[config.mk]
export PLATFORM = sky130hd
export DESIGN_NAME = hilo_muldiv_unit_flat
export DESIGN_NICKNAME = d
export VERILOG_FILES = /design/src/rtl/hilo_muldiv_unit_pkg.sv /design/src/rtl/hilo_muldiv_unit_if.sv /design/src/rtl/hilo_muldiv_unit_muldiv_iter_dp.sv /design/src/rtl/hilo_muldiv_unit.sv /design/src/flat_wrapper.sv
export SDC_FILE = /design/constraint.sdc
export NUM_CORES = 1
export LEC_CHECK = 0
export CAP_MARGIN = 30
export CELL_PAD_IN_SITES_DETAIL_PLACEMENT = 0
export CELL_PAD_IN_SITES_GLOBAL_PLACEMENT = 1
export CORE_ASPECT_RATIO = 0.9
export CORE_UTILIZATION = 37
export DETAILED_ROUTE_END_ITERATION = 8
export PLACE_DENSITY = 0.7
export SYNTH_ARGS = -nofsm -noshare
export SYNTH_HDL_FRONTEND = slang
export SYNTH_SLANG_ARGS = --single-unit
[constraint.sdc]
create_clock -name clk -period 10.35 [get_ports clk]
set_input_delay 1.035 -clock clk [delete_from_list [all_inputs] [get_ports clk]]
set_output_delay 1.035 -clock clk [all_outputs]
set_load 0.05 [all_outputs]
[src/rtl/hilo_muldiv_unit_pkg.sv]
// rtl/hilo_muldiv_unit_pkg.sv - shared constants, states and helpers for the HI/LO mul/div unit
package hilo_muldiv_unit_pkg;

    localparam int XLEN  = 32;
    localparam int ITER  = 32;
    localparam int CNT_W = 6;

    localparam logic [2:0] OP_MULT  = 3'd0;
    localparam logic [2:0] OP_MULTU = 3'd1;
    localparam logic [2:0] OP_DIV   = 3'd2;
    localparam logic [2:0] OP_DIVU  = 3'd3;
    localparam logic [2:0] OP_MTHI  = 3'd4;
    localparam logic [2:0] OP_MTLO  = 3'd5;

    typedef enum logic [1:0] {
        S_IDLE = 2'd0,
        S_MUL  = 2'd1,
        S_DIV  = 2'd2,
        S_FIX  = 2'd3
    } state_t;

    // 0x80000000 maps onto itself, which is exactly the unsigned magnitude we want.
    function automatic logic [XLEN-1:0] abs_val(input logic [XLEN-1:0] v, input logic is_signed);
        return (is_signed && v[XLEN-1]) ? (~v + 1'b1) : v;
    endfunction

endpackage

[src/rtl/hilo_muldiv_unit_if.sv]
// rtl/hilo_muldiv_unit_if.sv - command/result bundle between issue logic and the mul/div unit
interface hilo_muldiv_unit_if;
    import hilo_muldiv_unit_pkg::*;

    logic            op_valid;
    logic [2:0]      op_code;
    logic [XLEN-1:0] src_a;
    logic [XLEN-1:0] src_b;
    logic            cancel;
    logic            busy;
    logic            done;
    logic [XLEN-1:0] hi_out;
    logic [XLEN-1:0] lo_out;

    modport master (
        output op_valid, op_code, src_a, src_b, cancel,
        input  busy, done, hi_out, lo_out
    );

    modport slave (
        input  op_valid, op_code, src_a, src_b, cancel,
        output busy, done, hi_out, lo_out
    );

endinterface

[src/rtl/hilo_muldiv_unit_muldiv_iter_dp.sv]
// rtl/hilo_muldiv_unit_muldiv_iter_dp.sv - one radix-2 shift-add / restoring-divide step plus sign fix
module muldiv_iter_dp
    import hilo_muldiv_unit_pkg::*;
(
    input  logic              i_is_div,
    input  logic [2*XLEN-1:0] i_acc,
    input  logic [XLEN-1:0]   i_opnd,
    input  logic              i_neg_hi,
    input  logic              i_neg_lo,
    output logic [2*XLEN-1:0] o_acc_next,
    output logic [XLEN-1:0]   o_hi_fix,
    output logic [XLEN-1:0]   o_lo_fix
);

    // Multiply keeps {partial, multiplier}; divide keeps {remainder, dividend/quotient}.
    logic [XLEN:0]     w_add;
    logic [XLEN:0]     w_rem_sh;
    logic [XLEN:0]     w_trial;
    logic [2*XLEN-1:0] w_prod_neg;

    assign w_add      = {1'b0, i_acc[2*XLEN-1:XLEN]} + {1'b0, i_opnd};
    assign w_rem_sh   = {i_acc[2*XLEN-1:XLEN], i_acc[XLEN-1]};
    assign w_trial    = w_rem_sh - {1'b0, i_opnd};
    assign w_prod_neg = ~i_acc + 1'b1;

    always_comb begin
        o_acc_next = i_acc;
        if (i_is_div) begin
            if (w_trial[XLEN])
                o_acc_next = {w_rem_sh[XLEN-1:0], i_acc[XLEN-2:0], 1'b0};
            else
                o_acc_next = {w_trial[XLEN-1:0], i_acc[XLEN-2:0], 1'b1};
        end else if (i_acc[0]) begin
            o_acc_next = {w_add, i_acc[XLEN-1:1]};
        end else begin
            o_acc_next = {1'b0, i_acc[2*XLEN-1:1]};
        end
    end

    always_comb begin
        o_hi_fix = i_acc[2*XLEN-1:XLEN];
        o_lo_fix = i_acc[XLEN-1:0];
        if (i_is_div) begin
            if (i_neg_hi) o_hi_fix = ~i_acc[2*XLEN-1:XLEN] + 1'b1;
            if (i_neg_lo) o_lo_fix = ~i_acc[XLEN-1:0] + 1'b1;
        end else if (i_neg_hi) begin
            o_hi_fix = w_prod_neg[2*XLEN-1:XLEN];
            o_lo_fix = w_prod_neg[XLEN-1:0];
        end
    end

endmodule

[src/rtl/hilo_muldiv_unit.sv]
// rtl/hilo_muldiv_unit.sv - iterative MULT/DIV responder owning the architectural HI/LO registers
module hilo_muldiv_unit
    import hilo_muldiv_unit_pkg::*;
(
    input  logic               clk,
    input  logic               rst,
    hilo_muldiv_unit_if.slave  bus
);

    state_t            r_state;
    logic [CNT_W-1:0]  r_cnt;
    logic [2*XLEN-1:0] r_acc;
    logic [XLEN-1:0]   r_opnd;
    logic              r_neg_hi;
    logic              r_neg_lo;
    logic              r_is_div;
    logic [XLEN-1:0]   r_hi;
    logic [XLEN-1:0]   r_lo;
    logic              r_done;

    logic              w_is_signed;
    logic              w_sign_xor;
    logic [XLEN-1:0]   w_abs_a;
    logic [XLEN-1:0]   w_abs_b;
    logic [2*XLEN-1:0] w_acc_next;
    logic [XLEN-1:0]   w_hi_fix;
    logic [XLEN-1:0]   w_lo_fix;

    assign w_is_signed = (bus.op_code == OP_MULT) || (bus.op_code == OP_DIV);
    assign w_sign_xor  = w_is_signed && (bus.src_a[XLEN-1] ^ bus.src_b[XLEN-1]);
    assign w_abs_a     = abs_val(bus.src_a, w_is_signed);
    assign w_abs_b     = abs_val(bus.src_b, w_is_signed);

    muldiv_iter_dp u_dp (
        .i_is_div   (r_is_div),
        .i_acc      (r_acc),
        .i_opnd     (r_opnd),
        .i_neg_hi   (r_neg_hi),
        .i_neg_lo   (r_neg_lo),
        .o_acc_next (w_acc_next),
        .o_hi_fix   (w_hi_fix),
        .o_lo_fix   (w_lo_fix)
    );

    always_ff @(posedge clk or posedge rst) begin
        if (rst) begin
            r_state  <= S_IDLE;
            r_cnt    <= '0;
            r_acc    <= '0;
            r_opnd   <= '0;
            r_neg_hi <= 1'b0;
            r_neg_lo <= 1'b0;
            r_is_div <= 1'b0;
            r_hi     <= '0;
            r_lo     <= '0;
            r_done   <= 1'b0;
        end else begin
            r_done <= 1'b0;
            if (bus.cancel) begin
                r_state <= S_IDLE;
                r_cnt   <= '0;
            end else begin
                case (r_state)
                    S_IDLE: if (bus.op_valid) begin
                        case (bus.op_code)
                            OP_MULT, OP_MULTU: begin
                                r_acc    <= {{XLEN{1'b0}}, w_abs_b};
                                r_opnd   <= w_abs_a;
                                r_neg_hi <= w_sign_xor;
                                r_neg_lo <= w_sign_xor;
                                r_is_div <= 1'b0;
                                r_cnt    <= '0;
                                r_state  <= S_MUL;
                            end
                            OP_DIV, OP_DIVU: begin
                                // Divide by zero leaves quotient all-ones unsigned, so its sign fix is suppressed.
                                r_acc    <= {{XLEN{1'b0}}, w_abs_a};
                                r_opnd   <= w_abs_b;
                                r_neg_hi <= w_is_signed && bus.src_a[XLEN-1];
                                r_neg_lo <= w_sign_xor && (bus.src_b != '0);
                                r_is_div <= 1'b1;
                                r_cnt    <= '0;
                                r_state  <= S_DIV;
                            end
                            OP_MTHI: r_hi <= bus.src_a;
                            OP_MTLO: r_lo <= bus.src_a;
                            default: ;
                        endcase
                    end
                    S_MUL, S_DIV: begin
                        r_acc <= w_acc_next;
                        r_cnt <= r_cnt + 1'b1;
                        if (r_cnt == CNT_W'(ITER - 1))
                            r_state <= S_FIX;
                    end
                    S_FIX: begin
                        r_hi    <= w_hi_fix;
                        r_lo    <= w_lo_fix;
                        r_done  <= 1'b1;
                        r_state <= S_IDLE;
                    end
                    default: r_state <= S_IDLE;
                endcase
            end
        end
    end

    assign bus.busy   = (r_state != S_IDLE);
    assign bus.done   = r_done;
    assign bus.hi_out = r_hi;
    assign bus.lo_out = r_lo;

endmodule

[src/flat_wrapper.sv]
// flat-port wrapper written by rule: the top's interface ports become plain ports
module hilo_muldiv_unit_flat import hilo_muldiv_unit_pkg::*;
  (clk, rst, bus_op_valid, bus_op_code, bus_src_a, bus_src_b, bus_cancel, bus_busy, bus_done, bus_hi_out, bus_lo_out);
  hilo_muldiv_unit_if bus_i ();
  input  logic clk;
  input  logic rst;
  input wire logic [$bits(bus_i.op_valid)-1:0] bus_op_valid;
  input wire logic [$bits(bus_i.op_code)-1:0] bus_op_code;
  input wire logic [$bits(bus_i.src_a)-1:0] bus_src_a;
  input wire logic [$bits(bus_i.src_b)-1:0] bus_src_b;
  input wire logic [$bits(bus_i.cancel)-1:0] bus_cancel;
  output wire logic [$bits(bus_i.busy)-1:0] bus_busy;
  output wire logic [$bits(bus_i.done)-1:0] bus_done;
  output wire logic [$bits(bus_i.hi_out)-1:0] bus_hi_out;
  output wire logic [$bits(bus_i.lo_out)-1:0] bus_lo_out;
  assign bus_i.op_valid = bus_op_valid;
  assign bus_i.op_code = bus_op_code;
  assign bus_i.src_a = bus_src_a;
  assign bus_i.src_b = bus_src_b;
  assign bus_i.cancel = bus_cancel;
  assign bus_busy = bus_i.busy;
  assign bus_done = bus_i.done;
  assign bus_hi_out = bus_i.hi_out;
  assign bus_lo_out = bus_i.lo_out;
  hilo_muldiv_unit u_core (.clk(clk), .rst(rst), .bus(bus_i));
endmodule
# Word-level counts from Yosys, hierarchy flattened
# Index checks and enable logic that the tools add are counted.
[totals] out_inout_bits=66 regBits=172 input_bits=71 word_cells=100
[classes] muxes=35 bitwise=7 n_addsub=8 eq_ne=17 reduce_logical=23
[op_table] cell="$mux 32" count=12
[op_table] cell="$mux 64" count=4
[op_table] cell="$pmux 64 s2" count=2
[op_table] cell="$pmux 32 s2" count=3
[op_table] cell="$add 32x1->32 const B" count=4
[op_table] cell="$not 32->32" count=4
[op_table] cell="$add 64x1->64 const B" count=1
[op_table] cell="$not 64->64" count=1
[op_table] cell="$add 32x32->33" count=1
[op_table] cell="$sub 33x32->33" count=1
[op_table] cell="$reduce_bool 32->1" count=1
[op_table] cell="$mux 6" count=3
[op_table] cell="$reduce_and 4->1" count=4
[op_table] cell="$pmux 6 s2" count=1
[op_table] cell="$ne 3x3->1 const B" count=3
[op_table] cell="$reduce_bool 2->1" count=4
[op_table] cell="$add 6x1->6 const B" count=1
[op_table] cell="$eq 3x2->1 const B" count=2
[op_table] cell="$eq 3x3->1 const B" count=2
[op_table] cell="$eq 6x5->1 const B" count=1
[op_table] cell="$mux 2" count=3
[op_table] cell="$ne 2x2->1 const B" count=3
[op_table] cell="$pmux 1 s2" count=3
[op_table] cell="$pmux 2 s3" count=1
[op_table] cell="17 further kinds" count=25

# Logic depth before layout (Yosys ltp)
[depth] depth_word=7 depth_mapped=14 ltp_nobuf=12

# Modules after synthesis
# Synthesis repeated with hierarchy kept, for this count alone.
[hier_totals] hier_cells=1932 hier_area_um2=15313.4
[modules_own_cells] mod="hilo_muldiv_unit" cells_per_inst=1002 area_each_um2=9057.4 instances=1
[modules_own_cells] mod="muldiv_iter_dp" cells_per_inst=930 area_each_um2=6256.0 instances=1

# Worst setup path before layout
# OpenSTA, ideal clock, no wires.
[synth_timing] path_type="input-to-reg" startpoint="input port bus_src_b[0]" endpoint="register u_core.r_opnd[28]" t_arrival_ns=3.386 stages=11 path_buffers=0 required_time_ns=10.217 path_slack_ns=6.831 path_cell_list="inv_1 -> ha_1 -> or3b_2 -> nor3_1 -> nand4_1 -> or4_1 -> o41ai_1 -> xor2_1 -> nor2_1 -> a211oi_1 -> a21oi_1"
[synth_between] elab_chain_cells=4
[synth_rtl] item="from (decl)" line="flat_wrapper.sv:10" source="input wire logic [$bits(bus_i.src_b)-1:0] bus_src_b;"
[synth_rtl] item="$not 32->32" line="hilo_muldiv_unit_pkg.sv:24" source="return (is_signed && v[XLEN-1]) ? (~v + 1'b1) : v;"
[synth_rtl] item="$add 32x1->32" line="hilo_muldiv_unit_pkg.sv:24"
[synth_rtl] item="$mux 32" line="hilo_muldiv_unit_pkg.sv:24"
[synth_rtl] item="$pmux 32 s2" line="hilo_muldiv_unit.sv:65" source="case (bus.op_code)"
[synth_rtl] item="to (signal assigned)" line="hilo_muldiv_unit.sv:68" source="r_opnd <= w_abs_a;"
[synth_rtl] item="to (signal assigned)" line="hilo_muldiv_unit.sv:78" source="r_opnd <= w_abs_b;"
[synth_rtl] item="to (decl)" line="hilo_muldiv_unit.sv:13" source="logic [XLEN-1:0] r_opnd;"
# No other way between the ends.
# A chain may end at the register's enable or synchronous reset.

# Final worst setup path
[layout_timing] startpoint="register u_core.r_acc[31]" endpoint="register u_core.r_acc[35]"
[layout_between] elab_chain_cells=4
[layout_rtl] item="from (decl)" line="hilo_muldiv_unit.sv:12" source="logic [2*XLEN-1:0] r_acc;"
[layout_rtl] item="from (signal assigned)" line="hilo_muldiv_unit.sv:67" source="r_acc <= {{XLEN{1'b0}}, w_abs_b};"
[layout_rtl] item="from (signal assigned)" line="hilo_muldiv_unit.sv:77" source="r_acc <= {{XLEN{1'b0}}, w_abs_a};"
[layout_rtl] item="from (signal assigned)" line="hilo_muldiv_unit.sv:91" source="r_acc <= w_acc_next;"
[layout_rtl] item="$sub 33x32->33" line="hilo_muldiv_unit_muldiv_iter_dp.sv:23" source="assign w_trial = w_rem_sh - {1'b0, i_opnd};"
[layout_rtl] item="$mux 64" line="hilo_muldiv_unit_muldiv_iter_dp.sv:29" source="if (w_trial[XLEN])"
[layout_rtl] item="$mux 64" line="hilo_muldiv_unit_muldiv_iter_dp.sv:28" source="if (i_is_div) begin"
[layout_rtl] item="$pmux 64 s2" line="hilo_muldiv_unit.sv:63" source="case (r_state)"
# No other way between the ends.

==> results.py <==
metrics = {
    "run_status": {
        "status": "completed",
    },
    "global_route": {
        "grt_util_all_layers_pct": 27.9,
        "grt_pass1_vias": 13700,
        "grt_pass1_wl_microns": 87900,
        "grt_start_max_net_pins": 89,
        "gr-total-overflow": 0,
        "antenna_found_initial": 0,
    },
    "synth": {
        "synthArstFlopShare_pct": 100,
        "synth-seq-cells": 172,
        "yosysSeqAreaShare_pct": 28.6,
        "synth-edff-count": 0,
        "syn_area_sq_mm": 0.0151,
        "syn_area_per_cell_sq_um": 7.89,
        "synth.distinct_cells": 77,
        "synth_ff_type": "dfrtp_1",
        "synth_cells": 1909,
        "syn_nets": 2053,
        "yosysWarnings": 0,
    },
    "run": {
        "cap_violations": 0,
    },
    "power_and_ir_drop": {
        "pwr-share-comb_pct": 64.9,
        "intPower_uw": 2780,
        "powerDensity_mw_per_mm2": 344,
        "p_clk_share_pct": 11.7,
        "power_switching_uw": 3230,
        "swShare_pct": 53.7,
        "p_seq_share_pct": 23.4,
        "p_leak_uw": 0.00752,
        "irDropWorstVdd_mv": 0.354,
    },
    "sta": {
        "fin_crit_ns": 4.28,
        "fin_worst_skew_ns": 0.0188,
        "tightest_slew_ns": 0.968,
        "tns_ns": 0,
        "slew_violations": 0,
        "fmax_mhz": 234,
        "setup_violations": 0,
        "rsz0062_at_grt": "no",
        "hold_violations": 0,
        "relSlewSlack_pct": 35.5,
        "fin_crit_sh_pct": 41.4,
    },
    "setup_path": {
        "cp.arrival_ns": 4.65,
        "worstPathRequired_ns": 10.71,
        "worstSetupPathType": "register to register",
        "cp_slowest_stage_delay_ns": 0.48,
        "crit_slowest_cell": "a21o_1",
        "path_max_fanout": 20,
        "cp_cell_sequence": "inv_1 -> ha_1 -> fa_1 -> nand2b_1 -> a21oi_1 -> o21a_1 -> o21ai_0 -> a211o_1 -> a21o_1 -> nor2_1 -> buf_4 -> mux2_2 -> a221o_1",
        "startpoint_type": "register",
        "critPathCaptureType": "register",
    },
    "routing": {
        "drt-total-wl_microns": 58300,
        "wl_per_cell_microns": 23.2,
        "viasPerCell": 5.98,
        "detail-route-antenna-nets": 0,
        "drc": 0,
        "drtPass1Iterations": 6,
        "drt-initial-drc-count": 1370,
        "vias": 15000,
    },
    "final_layout": {
        "finish.net_count": 2109,
        "multiInputGateArea_sq_mm": 0.0100,
        "n_fill_cell": 4054,
        "final_area_sq_mm": 0.0175,
        "layout_commonest_cell": "nor2_1",
        "syn_to_final_growth_pct": 15.9,
        "register_area_sq_mm": 0.00431,
        "post_route_cells_drive_above_1_share_pct": 5.66,
        "layout_common_cells": "178 x nor2_1, 174 x nand2_1, 171 x o21ai_0, 171 x dfrtp_1, 168 x a21oi_1",
    },
    "clock_network": {
        "cts_sinks": 172,
        "clk_latency_ns": 0.47,
        "cts_buffers": 17,
        "cts_htree_levels": 4,
        "cts.clk_slew.worst_paths_ns": 0.08,
        "cts_buffer_depth": 2,
        "cts_resized": 0,
        "cts_tree": "done",
        "clockRootBuffer": "clkbuf_16",
        "postCtsSetupBuffers": 0,
        "cts_hold_buf": 0,
    },
    "die": {
        "core_region_area_sq_mm": 0.0398,
        "initial_core_util_pct": 37.9,
        "die_area_sq_mm": 0.0415,
        "io_pins": 137,
        "num_rows": 69,
        "die_w_microns": 215,
        "die_y_microns": 193,
    },
    "placed_design": {
        "routabilityCongestion": 0.924,
        "dpl.hpwl_microns": 44600,
        "place_area_sq_mm": 0.0168,
        "portBuffers": 136,
    },
    "hold_path": {
        "min_path_type": "register to register",
    },
}
[power groups by stage]
| stage | logic (uW) | clock network [uW] | registers [uW] |
|---|---|---|---|
| after CTS | 3870 | 714 | 1390 |
| after detailed placement | 3860 | 0 | 1410 |
| final | 3900 | 705 | 1410 |
| after global placement | 3820 | 0 | 1410 |
| after global routing | 4240 | 742 | 1440 |
| after floorplan | 2480 | 0 | 1580 |
[Yosys cell counts, types with 28 or more instances]
cell type  instances  area [sq um]
xnor2_1           78           683
a211oi_1          92           691
clkbuf_1         106           398
mux2_2            28           315
nor3_1            35           175
inv_1             71           267
nor2_1           178           668
dfrtp_1          172          4300
xor2_1            85           744
o21ai_0          171           856
ha_1              71           888
a21o_1            75           563
nand2_1          176           661
o31ai_1           41           308
a21oi_1          168           841
[stage by stage]
step	power, uW	std cells	hold WS, ns	util, %	setup slack (ns)
detailed placement	5260	2477	0.465	42.3	5.94
global placement	5230	2476	0.458	42.2	5.99
finish	6010	2511	0.476	43.9	6.07
global route	6420	2510	0.499	43.9	5.83
CTS	5980	2509	0.482	43.8	6.13
floorplan	4060	1909	0.442	-	4.65
[critical path, delay by kind of cell, from the launching register on]
| family | cells | cell delay [ns] |
|---|---|---|
| AOI/OAI and AO/OA | 6 | 1.94 |
| adders and majority gates | 2 | 0.62 |
| buffers and inverters | 2 | 0.36 |
| DFF | 1 | 0.39 |
| muxes | 1 | 0.36 |
| and+or+nand+nor | 2 | 0.50 |
[sequential cells by signal, indices dropped and copies added (netlist names), 2 cells and up]
signal and flops:
u_core.r_acc 64, u_core.bus.hi_out 32, u_core.bus.lo_out 32, u_core.r_opnd 32, u_core.r_cnt 6, u_core.r_state 2
[path summary, 6_finish.rpt]
kind	from	endpoint	slack (ns)	cells after the start
worst min register to register	u_core.bus.lo_out[26]$_DFFE_PP0P_	u_core.bus.lo_out[26]$_DFFE_PP0P_	0.48	1
min in group asynchronous	rst	u_core.bus.lo_out[8]$_DFFE_PP0P_	1.02	2
max in group asynchronous	rst	u_core.r_acc[43]$_DFFE_PP0P_	8.27	3
worst max-delay path	u_core.r_acc[31]$_DFFE_PP0P_	u_core.r_acc[35]$_DFFE_PP0P_	6.07	13
worst min-delay path	u_core.bus.lo_out[26]$_DFFE_PP0P_	u_core.bus.lo_out[26]$_DFFE_PP0P_	0.48	1
worst max register to register	u_core.r_acc[31]$_DFFE_PP0P_	u_core.r_acc[35]$_DFFE_PP0P_	6.07	13
[layer usage]
metal	part of all wire [%]	wire length (microns)	vias up	global-route usage [%]
li1	-	-	7104	-
met1	48	28200	7283	41.6
met2	40	23500	549	38.4
met3	7.5	4370	75	6.35
met4	3.7	2170	0	11.0
met5	0	0	-	0
[layout make-up]
cell class                 instances  area share [%]
antenna                            1          0.0143
clock buffer                      17            2.43
clock inverter                    15            1.12
inverter                          73            1.60
multi-input combinational       1543            57.5
sequential                       172            24.6
tap                              532            3.81
timing repair buffer             158            8.89
[kinds of logic after synthesis]
family                   share of synthesized area [%]
multiplexers                                      3.49
buffers and inverters                             4.96
flip-flops                                        28.6
AO/OA/AOI/OAI                                     29.7
AND/OR/NAND/NOR                                   17.6
adder cells (fa/ha/maj)                           6.16
XOR/XNOR                                          9.47
Note: power is estimated with default switching activity, not from simulation.
